`config.mk`:
```
export PLATFORM = sky130hd
export DESIGN_NAME = if_fetch_stage
export DESIGN_NICKNAME = d
export VERILOG_FILES = /design/src/rtl/if_fetch_stage.sv
export SDC_FILE = /design/constraint.sdc
export NUM_CORES = 1
export LEC_CHECK = 0
export BUFFER_PORTS_ARGS = -buffer_cell sky130_fd_sc_hd__clkbuf_2
export CELL_PAD_IN_SITES_DETAIL_PLACEMENT = 0
export CELL_PAD_IN_SITES_GLOBAL_PLACEMENT = 2
export CORE_UTILIZATION = 28
export DETAILED_ROUTE_END_ITERATION = 16
export PLACE_DENSITY_LB_ADDON = 0.1
export SLEW_MARGIN = 20
export SYNTH_ARGS = -nofsm -noshare
export SYNTH_HDL_FRONTEND = slang
export SYNTH_SLANG_ARGS = --single-unit
```
`constraint.sdc`:
```
create_clock -name clk -period 6.77 [get_ports clk]
set_input_delay 0.3385 -clock clk [delete_from_list [all_inputs] [get_ports clk]]
set_output_delay 0.3385 -clock clk [all_outputs]
set_load 0.01 [all_outputs]
```
`src/rtl/if_fetch_stage.sv`:
```
// Instruction-fetch stage: PC register, IF/ID pipeline register, redirect
// selection and the instruction-memory request/ready handshake.

module if_fetch_rca #(
    parameter int unsigned N = 32
) (
    input  logic [N-1:0] i_a,
    input  logic [N-1:0] i_b,
    output logic [N-1:0] o_sum
);
    logic [N-1:0] w_carry;

    assign w_carry[0] = 1'b0;

    // Ripple chain; the final carry-out is intentionally not formed so the sum wraps.
    for (genvar g = 0; g < int'(N); g++) begin : g_bit
        assign o_sum[g] = i_a[g] ^ i_b[g] ^ w_carry[g];
        if (g < int'(N) - 1) begin : g_carry
            assign w_carry[g+1] = (i_a[g] & i_b[g]) | (w_carry[g] & (i_a[g] ^ i_b[g]));
        end
    end
endmodule

module if_fetch_stage #(
    parameter int unsigned  N        = 32,
    parameter logic [N-1:0] RESET_PC = '0,
    parameter logic [31:0]  NOP      = 32'h0000_0000
) (
    input  logic         clk,
    input  logic         rst,
    input  logic         stall_i,
    input  logic         branch_taken_i,
    input  logic [N-1:0] branch_target_i,
    input  logic         jump_i,
    input  logic [N-1:0] jump_target_i,
    output logic         imem_req_o,
    output logic [N-1:0] imem_addr_o,
    input  logic         imem_ready_i,
    input  logic [31:0]  imem_rdata_i,
    output logic [N-1:0] pc_o,
    output logic [31:0]  ifid_instr_o,
    output logic [N-1:0] ifid_pc4_o,
    output logic         ifid_valid_o
);
    localparam logic [1:0]   S_IDLE  = 2'd0;
    localparam logic [1:0]   S_FETCH = 2'd1;
    localparam logic [1:0]   S_DRAIN = 2'd2;
    localparam logic [N-1:0] PC_INC  = N'(4);

    logic [1:0]   r_state;
    logic [1:0]   w_state_nxt;
    logic [N-1:0] r_pc;
    logic [N-1:0] w_pc_nxt;
    logic [N-1:0] r_pend;
    logic [N-1:0] w_pend_nxt;
    logic         r_req;
    logic         w_req_nxt;
    logic [31:0]  r_instr;
    logic [31:0]  w_instr_nxt;
    logic [N-1:0] r_pc4;
    logic [N-1:0] w_pc4_nxt;
    logic         r_valid;
    logic         w_valid_nxt;
    logic         w_bubble;
    logic         w_redir;
    logic [N-1:0] w_raw_target;
    logic [N-1:0] w_target;
    logic [N-1:0] w_pc_plus4;

    if_fetch_rca #(.N(N)) u_pc_adder (
        .i_a   (r_pc),
        .i_b   (PC_INC),
        .o_sum (w_pc_plus4)
    );

    // Branch wins over jump; targets are forced word-aligned.
    assign w_redir      = branch_taken_i | jump_i;
    assign w_raw_target = branch_taken_i ? branch_target_i : jump_target_i;
    assign w_target     = {w_raw_target[N-1:2], 2'b00};

    always_comb begin
        w_state_nxt = r_state;
        w_pc_nxt    = r_pc;
        w_pend_nxt  = r_pend;
        w_instr_nxt = r_instr;
        w_pc4_nxt   = r_pc4;
        w_valid_nxt = r_valid;
        w_bubble    = 1'b0;

        case (r_state)
            S_IDLE: begin
                w_state_nxt = S_FETCH;
            end
            S_FETCH: begin
                if (w_redir && (imem_ready_i || !r_req)) begin
                    w_pc_nxt = w_target;
                    w_bubble = 1'b1;
                end else if (w_redir) begin
                    // Outstanding request must complete before the PC may move.
                    w_pend_nxt  = w_target;
                    w_bubble    = 1'b1;
                    w_state_nxt = S_DRAIN;
                end else if (stall_i) begin
                    w_pc_nxt = r_pc;
                end else if (imem_ready_i) begin
                    w_pc_nxt    = w_pc_plus4;
                    w_instr_nxt = imem_rdata_i;
                    w_pc4_nxt   = w_pc_plus4;
                    w_valid_nxt = 1'b1;
                end else begin
                    w_bubble = 1'b1;
                end
            end
            S_DRAIN: begin
                if (w_redir) begin
                    w_pend_nxt = w_target;
                end
                if (imem_ready_i) begin
                    w_pc_nxt    = w_redir ? w_target : r_pend;
                    w_state_nxt = S_FETCH;
                end
                if (!stall_i || w_redir) begin
                    w_bubble = 1'b1;
                end
            end
            default: begin
                w_state_nxt = S_IDLE;
            end
        endcase

        if (w_bubble) begin
            w_instr_nxt = NOP;
            w_pc4_nxt   = '0;
            w_valid_nxt = 1'b0;
        end

        w_req_nxt = (w_state_nxt != S_IDLE);
    end

    always_ff @(posedge clk) begin
        if (rst) begin
            r_state <= S_IDLE;
            r_pc    <= RESET_PC;
            r_pend  <= '0;
            r_req   <= 1'b0;
            r_instr <= NOP;
            r_pc4   <= '0;
            r_valid <= 1'b0;
        end else begin
            r_state <= w_state_nxt;
            r_pc    <= w_pc_nxt;
            r_pend  <= w_pend_nxt;
            r_req   <= w_req_nxt;
            r_instr <= w_instr_nxt;
            r_pc4   <= w_pc4_nxt;
            r_valid <= w_valid_nxt;
        end
    end

    // The PC register is not updated while a request is pending, so it doubles as the address.
    assign imem_req_o   = r_req;
    assign imem_addr_o  = r_pc;
    assign pc_o         = r_pc;
    assign ifid_instr_o = r_instr;
    assign ifid_pc4_o   = r_pc4;
    assign ifid_valid_o = r_valid;
endmodule

```
Yosys cells after proc, flatten, opt, wreduce, memory -nomap -nowiden --
Cells that the tools add are included. W data, S select, Z words.
Storage, ports and cells: register bits 132, input bits 102, word-level logic and storage cells 111
Cells by class: equal/unequal tests 8, muxes and demuxes 20, bitwise logic cells 62, reductions and logical operators 13
Operator list (count):
- $mux W32 | 8
- $pmux W32 S2 | 2
- $xor A1 B1 Y1 | 29
- $and A1 B1 Y1 | 28
- $reduce_and A5 Y1 | 2
- $ne A3 B3 Y1 const B | 3
- $mux W2 | 3
- $ne A2 B2 Y1 const B | 3
- $pmux W2 S3 | 1
- $mux W1 | 5
- $not A1 Y1 | 4
- $reduce_bool A2 Y1 | 2
- $reduce_and A3 Y1 | 1
- $eq A2 B1 Y1 const B | 1
- $eq A2 B2 Y1 const B | 1
- $logic_not A1 Y1 | 2
- $logic_not A2 Y1 | 1
- $logic_or A1 B1 Y1 | 2
- $pmux W1 S2 | 1
- $reduce_and A2 Y1 | 1
- $reduce_or A2 Y1 | 1
- $logic_and A1 B1 Y1 | 1
- $or A1 B1 Y1 | 1

Depth between registers and ports, before layout --
depth in word-level cells 34, depth in mapped cells 31, gate-level depth less buffers 31

Cells and area by module --
From an unflattened synthesis, not the netlist that was laid out.
Second synthesis, totals: cell total of the unflattened synthesis 787, area, all modules 7031.7 sq um
By module, submodules not included:
- if_fetch_stage | instances 1, cells an instance 750, area an instance 6376.1 sq um
- if_fetch_rca | instances 1, cells an instance 37, area an instance 655.6 sq um

Least setup slack after synthesis --
No wires, ideal clock.
path type register to register, start point register r_pc[2], in the netlist imem_addr_o[2], end point register r_pc[31], in the netlist imem_addr_o[31], setup time 91 ps, arrival 5832 ps, data required time 6679 ps, path slack 847 ps, cell stages (with the launch flop) 32, path buffers 0, clock period less this slack 5923 ps, cell sequence dfxtp_1 -> ha_1 -> ha_1 -> ha_1 -> ha_1 -> ha_1 -> ha_1 -> ha_1 -> ha_1 -> ha_1 -> ha_1 -> ha_1 -> ha_1 -> ha_1 -> ha_1 -> ha_1 -> ha_1 -> ha_1 -> ha_1 -> ha_1 -> ha_1 -> ha_1 -> ha_1 -> ha_1 -> ha_1 -> ha_1 -> ha_1 -> ha_1 -> ha_1 -> xnor2_1 -> a211o_1 -> a311oi_1
On the way: longest elaborated chain between the ends 34
Ends and longest elaborated chain:
- start, declared | line 52 | logic [N-1:0] r_pc;
- start signal, assigned | line 151 | r_pc <= w_pc_nxt;
- $and A1 B1 Y1 (28 in series) | line 19 | assign w_carry[g+1] = (i_a[g] & i_b[g]) | (w_carry[g] & (i_a[g] ^ i_b[g]));
- $xor A1 B1 Y1 | line 17 | assign o_sum[g] = i_a[g] ^ i_b[g] ^ w_carry[g];
- $mux W32 | line 105 | end else if (imem_ready_i) begin
- $mux W32 | line 103 | end else if (stall_i) begin
- $mux W32 | line 98 | end else if (w_redir) begin
- $mux W32 | line 95 | if (w_redir && (imem_ready_i || !r_req)) begin
- $pmux W32 S2 | line 90 | case (r_state)
Every way passes these cells. The select of a mux whose other input is x is not followed. A chain may end at the register's enable or synchronous reset.

Worst setup path in the final report --
start point register r_pc[3], in the netlist imem_addr_o[3], end point register r_pc[30], in the netlist imem_addr_o[30]
On the way: longest elaborated chain between the ends 33
Ends and longest elaborated chain:
- $and A1 B1 Y1 (27 in series) | line 19
- $xor A1 B1 Y1 | line 17
- via u_pc_adder.o_sum[30] | line 9 | output logic [N-1:0] o_sum
- $mux W32 | line 105
- $mux W32 | line 103
- $mux W32 | line 98
- $mux W32 | line 95
- $pmux W32 S2 | line 90
The timed path passes the listed nets, and every way through them passes these cells. The select of a mux whose other input is x is not followed.

==> results.md <==
Power and ir drop:
- In this run the power density over the cells is 269.5 nW/um^2.
- The sequential group share of total power is 0.387.
- Of the total power, the share spent switching nets is 0.2842.
- Summed over all nets, the switching power comes to 0.6332 mW.
- The internal power of the cells totals around 1.6 mW.
- The clock power share is 0.449.
- For this design the static power due to leakage is about 3.6 nW.
- Across the VDD grid, the largest voltage drop is between 100 and 150 uV.
- Of the total power, combinational logic draws 0.164.

Cells and area:
- In the final design database the tool counted 1068 nets.
- The area growth from synthesis to layout is 26.06%.
- In the final layout, the share of cells above drive strength 1 is 0.2970.
- The number of antenna diodes in the final layout is 0.
- Measured on the finished design, the core utilization comes to 0.3629.

Route:
- The via density per instance is between 4 and 5.
- The DRC violation count after routing is 0.
- The mean routed wirelength per cell is 16.67 um.
- The count of nets left with antenna violations once routing finished came out at 0.
- After detailed routing, the total wire length is roughly 21000 um.
- Before antenna repair, the detailed router went through 4 iterations.
- Detailed routing inserted a total of approximately 6100 vias.
- The violation count after the first detailed-routing iteration is 390.

Critical path:
- The required time reported for the critical path endpoint is ~7.1 ns.
- The signal arrival time at the worst endpoint is approximately 6.8 ns.
- The worst setup path category is register to register.
- The worst setup path is captured at a register.
- The reg-to-reg critical path startpoint is imem_addr_o[3].
- For this run, the slowest stage of the critical path takes approximately 0.34 ns.
- The launch point of the worst path is imem_addr_o[3].
- The biggest fanout along the worst timing path is 4.
- The standard cell with the maximum stage delay on the critical path is sky130_fd_sc_hd__dfxtp_1.
- The most frequent cell on the critical path is sky130_fd_sc_hd__ha_1.
- The kind of launch point of the worst setup path is a register.

Global route:
- The aggregate global-route resource usage is 0.1734.
- The first-pass GRT wire length is roughly 32000 um.
- The via count of the first global-routing pass is approximately 5800.
- The maximum number of pins on one net before global-route repair is 96.
- The total congestion overflow is 0.
- The initial antenna violation count came to 0.

Synth:
- Synthesis produced between 700 and 800 cells.
- Yosys instantiated no cell more often than sky130_fd_sc_hd__nand2_1.
- Sorting the synthesized cells by how often they occur yields sky130_fd_sc_hd__nand2_1, sky130_fd_sc_hd__dfxtp_1, sky130_fd_sc_hd__a21oi_1.
- For this run, the number of Yosys warnings is 0.
- The proportion of netlist area held by the largest area contributor is 0.4030.
- Of the synthesized area, sequential elements account for 0.4030.
- By area the synthesized netlist is led by sky130_fd_sc_hd__dfxtp_1, sky130_fd_sc_hd__nand2_1, sky130_fd_sc_hd__a21oi_1.
- The number of enable flip-flop cells after synthesis is 0.
- The cell type with the largest total area after synthesis is sky130_fd_sc_hd__dfxtp_1.
- In the synthesized netlist the dominant register cell turns out to be sky130_fd_sc_hd__dfxtp_1.
- In this run, distinct cell masters in the synthesized netlist total 38.
- The cell area that synthesis handed to floorplanning was approximately 6600 sq um.
- The total nets after synthesis is approximately 920.
- The synthesized flop and latch total is 132.
- The share of flip-flops with an asynchronous set or reset is 0.
- The synthesized area divided by synthesized cell count is 8.364 sq um.

Timing:
- The worst setup skew after layout is about 0.011 ns.
- The hold violation count in the final report is 0.
- Of the available clock period, the critical path in the final layout requires 0.9489.
- The number of pins exceeding their max-slew limit in the final report is 0.
- The worst relative slew slack is 0.2731.
- The total setup violations reported at the end of the flow is 0.
- Adding up every negative setup slack in the final design gives 0 ns.
- The highest clock frequency the design can meet is approximately 160 MHz.
- The final period demand of the worst path is 6.424 ns.
- Hold timing on the final database bottoms out at a slack of 0.1338 ns.
- Setup repair after global routing left no endpoint under its margin.
- The final setup slack of the worst path is between 0.3 and 0.4 ns.
- For the pin with the worst max-slew slack, the measured transition is 1.090 ns.

Clock tree:
- The worst-skew pair later-pin latency is 0.42 ns.
- TritonCTS built the clock tree.
- Post-CTS repair changed the size of 0 cells.
- The clock tree synthesis step divided the H-tree into 4 levels.
- The register clock-pin slew on the reported worst setup and hold paths is 0.06 ns.
- The number of buffers inserted by hold repair at cts is 0.
- Buffers added to address setup during post-CTS repair amount to 0.
- No sink is reached through more buffers than the 2 on the longest clock path.
- The number of CTS-inserted buffers is 17.
- The cell at the root of the clock tree is sky130_fd_sc_hd__clkbuf_16.
- The clock net in this run drives a total of around 130 sinks.

Floorplan:
- The die covers between 20000 and 25000 sq um.
- The initial cell density of the core is 0.2879.
- The vertical die dimension is approximately 160 um.
- During I/O placement, the number of pins put on the boundary was 232.
- The number of rows in the core area is between 50 and 60.
- The die is ~160 um wide.
- After floorplanning, the core was sized to cover roughly 23000 sq um.

Outcome:
- The flow ran to the end, and the final reports show no timing, DRC or antenna violations.

Placed design:
- The routability congestion estimate from global placement is about 0.75.
- The count of buffers added on input and output ports is 227.
- The setup slack after placement is between 0.4 and 0.5 ns.
- Summed over all nets, the half-perimeter wirelength after detailed placement is approximately 13000 um.

Hold path:
- The path category of the worst min-delay check is input pin to register.
- The worst min-delay path startpoint is imem_rdata_i[21].

Flow run:
- Across the run, the number of max-cap violations was 0.
## metrics by stage
stage | total power, mW | cell area, sq um | instances
2_1_floorplan | 1.131 | 6558 | 784
3_3_place_gp | 1.243 | 7630 | 1227
3_5_place_dp | 1.248 | 7630 | 1227
4_1_cts | 2.261 | 8260 | 1259
5_1_grt | 2.340 | 8267 | 1259
6_report | 2.228 | 8267 | 1259
## power groups by stage
stage | logic, mW | clock network [mW] | registers [mW]
2_1_floorplan | 0.249 | 0 | 0.883
3_3_place_gp | 0.366 | 0 | 0.878
3_5_place_dp | 0.368 | 0 | 0.881
4_1_cts | 0.369 | 1.03 | 0.863
5_1_grt | 0.405 | 1.07 | 0.870
6_report | 0.365 | 1.00 | 0.863
## worst max-delay path: cells and delay by family (launching register included)
kind	cells	cell delay (ns)
adder cells (fa/ha/maj)	28	5.38
AO/OA/AOI/OAI	3	0.59
flip-flops	1	0.34
## layout by cell type, fill, tap and decap left out, types with 2 or more instances in the layout
| cell type | netlist | routed |
|---|---|---|
| sky130_fd_sc_hd__a211o_1 | 29 | 29 |
| sky130_fd_sc_hd__a211oi_1 | 31 | 31 |
| sky130_fd_sc_hd__a21oi_1 | 94 | 94 |
| sky130_fd_sc_hd__a311oi_1 | 28 | 28 |
| sky130_fd_sc_hd__a311oi_2 | 2 | 2 |
| sky130_fd_sc_hd__and3_1 | 2 | 2 |
| sky130_fd_sc_hd__buf_4 | 34 | 12 |
| sky130_fd_sc_hd__bufinv_16 | 0 | 4 |
| sky130_fd_sc_hd__clkbuf_16 | 0 | 17 |
| sky130_fd_sc_hd__clkbuf_2 | 0 | 227 |
| sky130_fd_sc_hd__clkinv_4 | 0 | 4 |
| sky130_fd_sc_hd__clkinvlp_4 | 0 | 2 |
| sky130_fd_sc_hd__dfxtp_1 | 132 | 132 |
| sky130_fd_sc_hd__ha_1 | 33 | 32 |
| sky130_fd_sc_hd__inv_1 | 3 | 3 |
| sky130_fd_sc_hd__inv_6 | 0 | 3 |
| sky130_fd_sc_hd__mux2i_1 | 32 | 32 |
| sky130_fd_sc_hd__nand2_1 | 159 | 159 |
| sky130_fd_sc_hd__nand2b_1 | 4 | 3 |
| sky130_fd_sc_hd__nand3_1 | 2 | 2 |
| sky130_fd_sc_hd__nor2_1 | 37 | 36 |
| sky130_fd_sc_hd__nor3_1 | 32 | 31 |
| sky130_fd_sc_hd__nor3b_1 | 3 | 3 |
| sky130_fd_sc_hd__o211ai_1 | 29 | 29 |
| sky130_fd_sc_hd__o21ai_0 | 6 | 6 |
| sky130_fd_sc_hd__or3_1 | 3 | 2 |
## state kept, by name, indices dropped and copies added, names as in the netlist
register      flops
ifid_instr_o     32
ifid_pc4_o       32
imem_addr_o      32
r_pend           32
r_state           2
ifid_valid_o      1
imem_req_o        1
## logic make-up after synthesis
| logic type | share of synthesized area |
|---|---|
| fa+ha+maj | 0.06297 |
| simple gates | 0.1540 |
| mux | 0.04885 |
| flops | 0.4030 |
| buf+inv | 0.09216 |
| xor+xnor | 0.001336 |
| compound gates | 0.2377 |
## path summary, 6_finish.rpt
path,to,slack [ns],cells past startpoint
worst min-delay path,ifid_instr_o[21],0.13,3
worst min register to register,ifid_instr_o[20],0.45,2
worst max register to register,imem_addr_o[30],0.35,31
worst max-delay path,imem_addr_o[30],0.35,31
## per-layer routing
layer  track usage  routed length [um]  share of wire
met1        0.2276                9951           0.47
met2        0.2806                9604           0.46
met3       0.04819                1181          0.056
met4       0.04102                 246          0.012
met5             0                   0              0
## area by class of cell
class / instances / area [sq um]
Inverter: 3 / 11.26
Tap cell: 313 / 391.6
Fill cell: 2375 / 14510
Sequential cell: 132 / 2643
Clock buffer: 18 / 429.2
Multi-Input combinational cell: 540 / 3364
Timing Repair Buffer: 239 / 1226
Clock inverter: 14 / 201.4
Note: power is estimated with default switching activity, not from simulation.
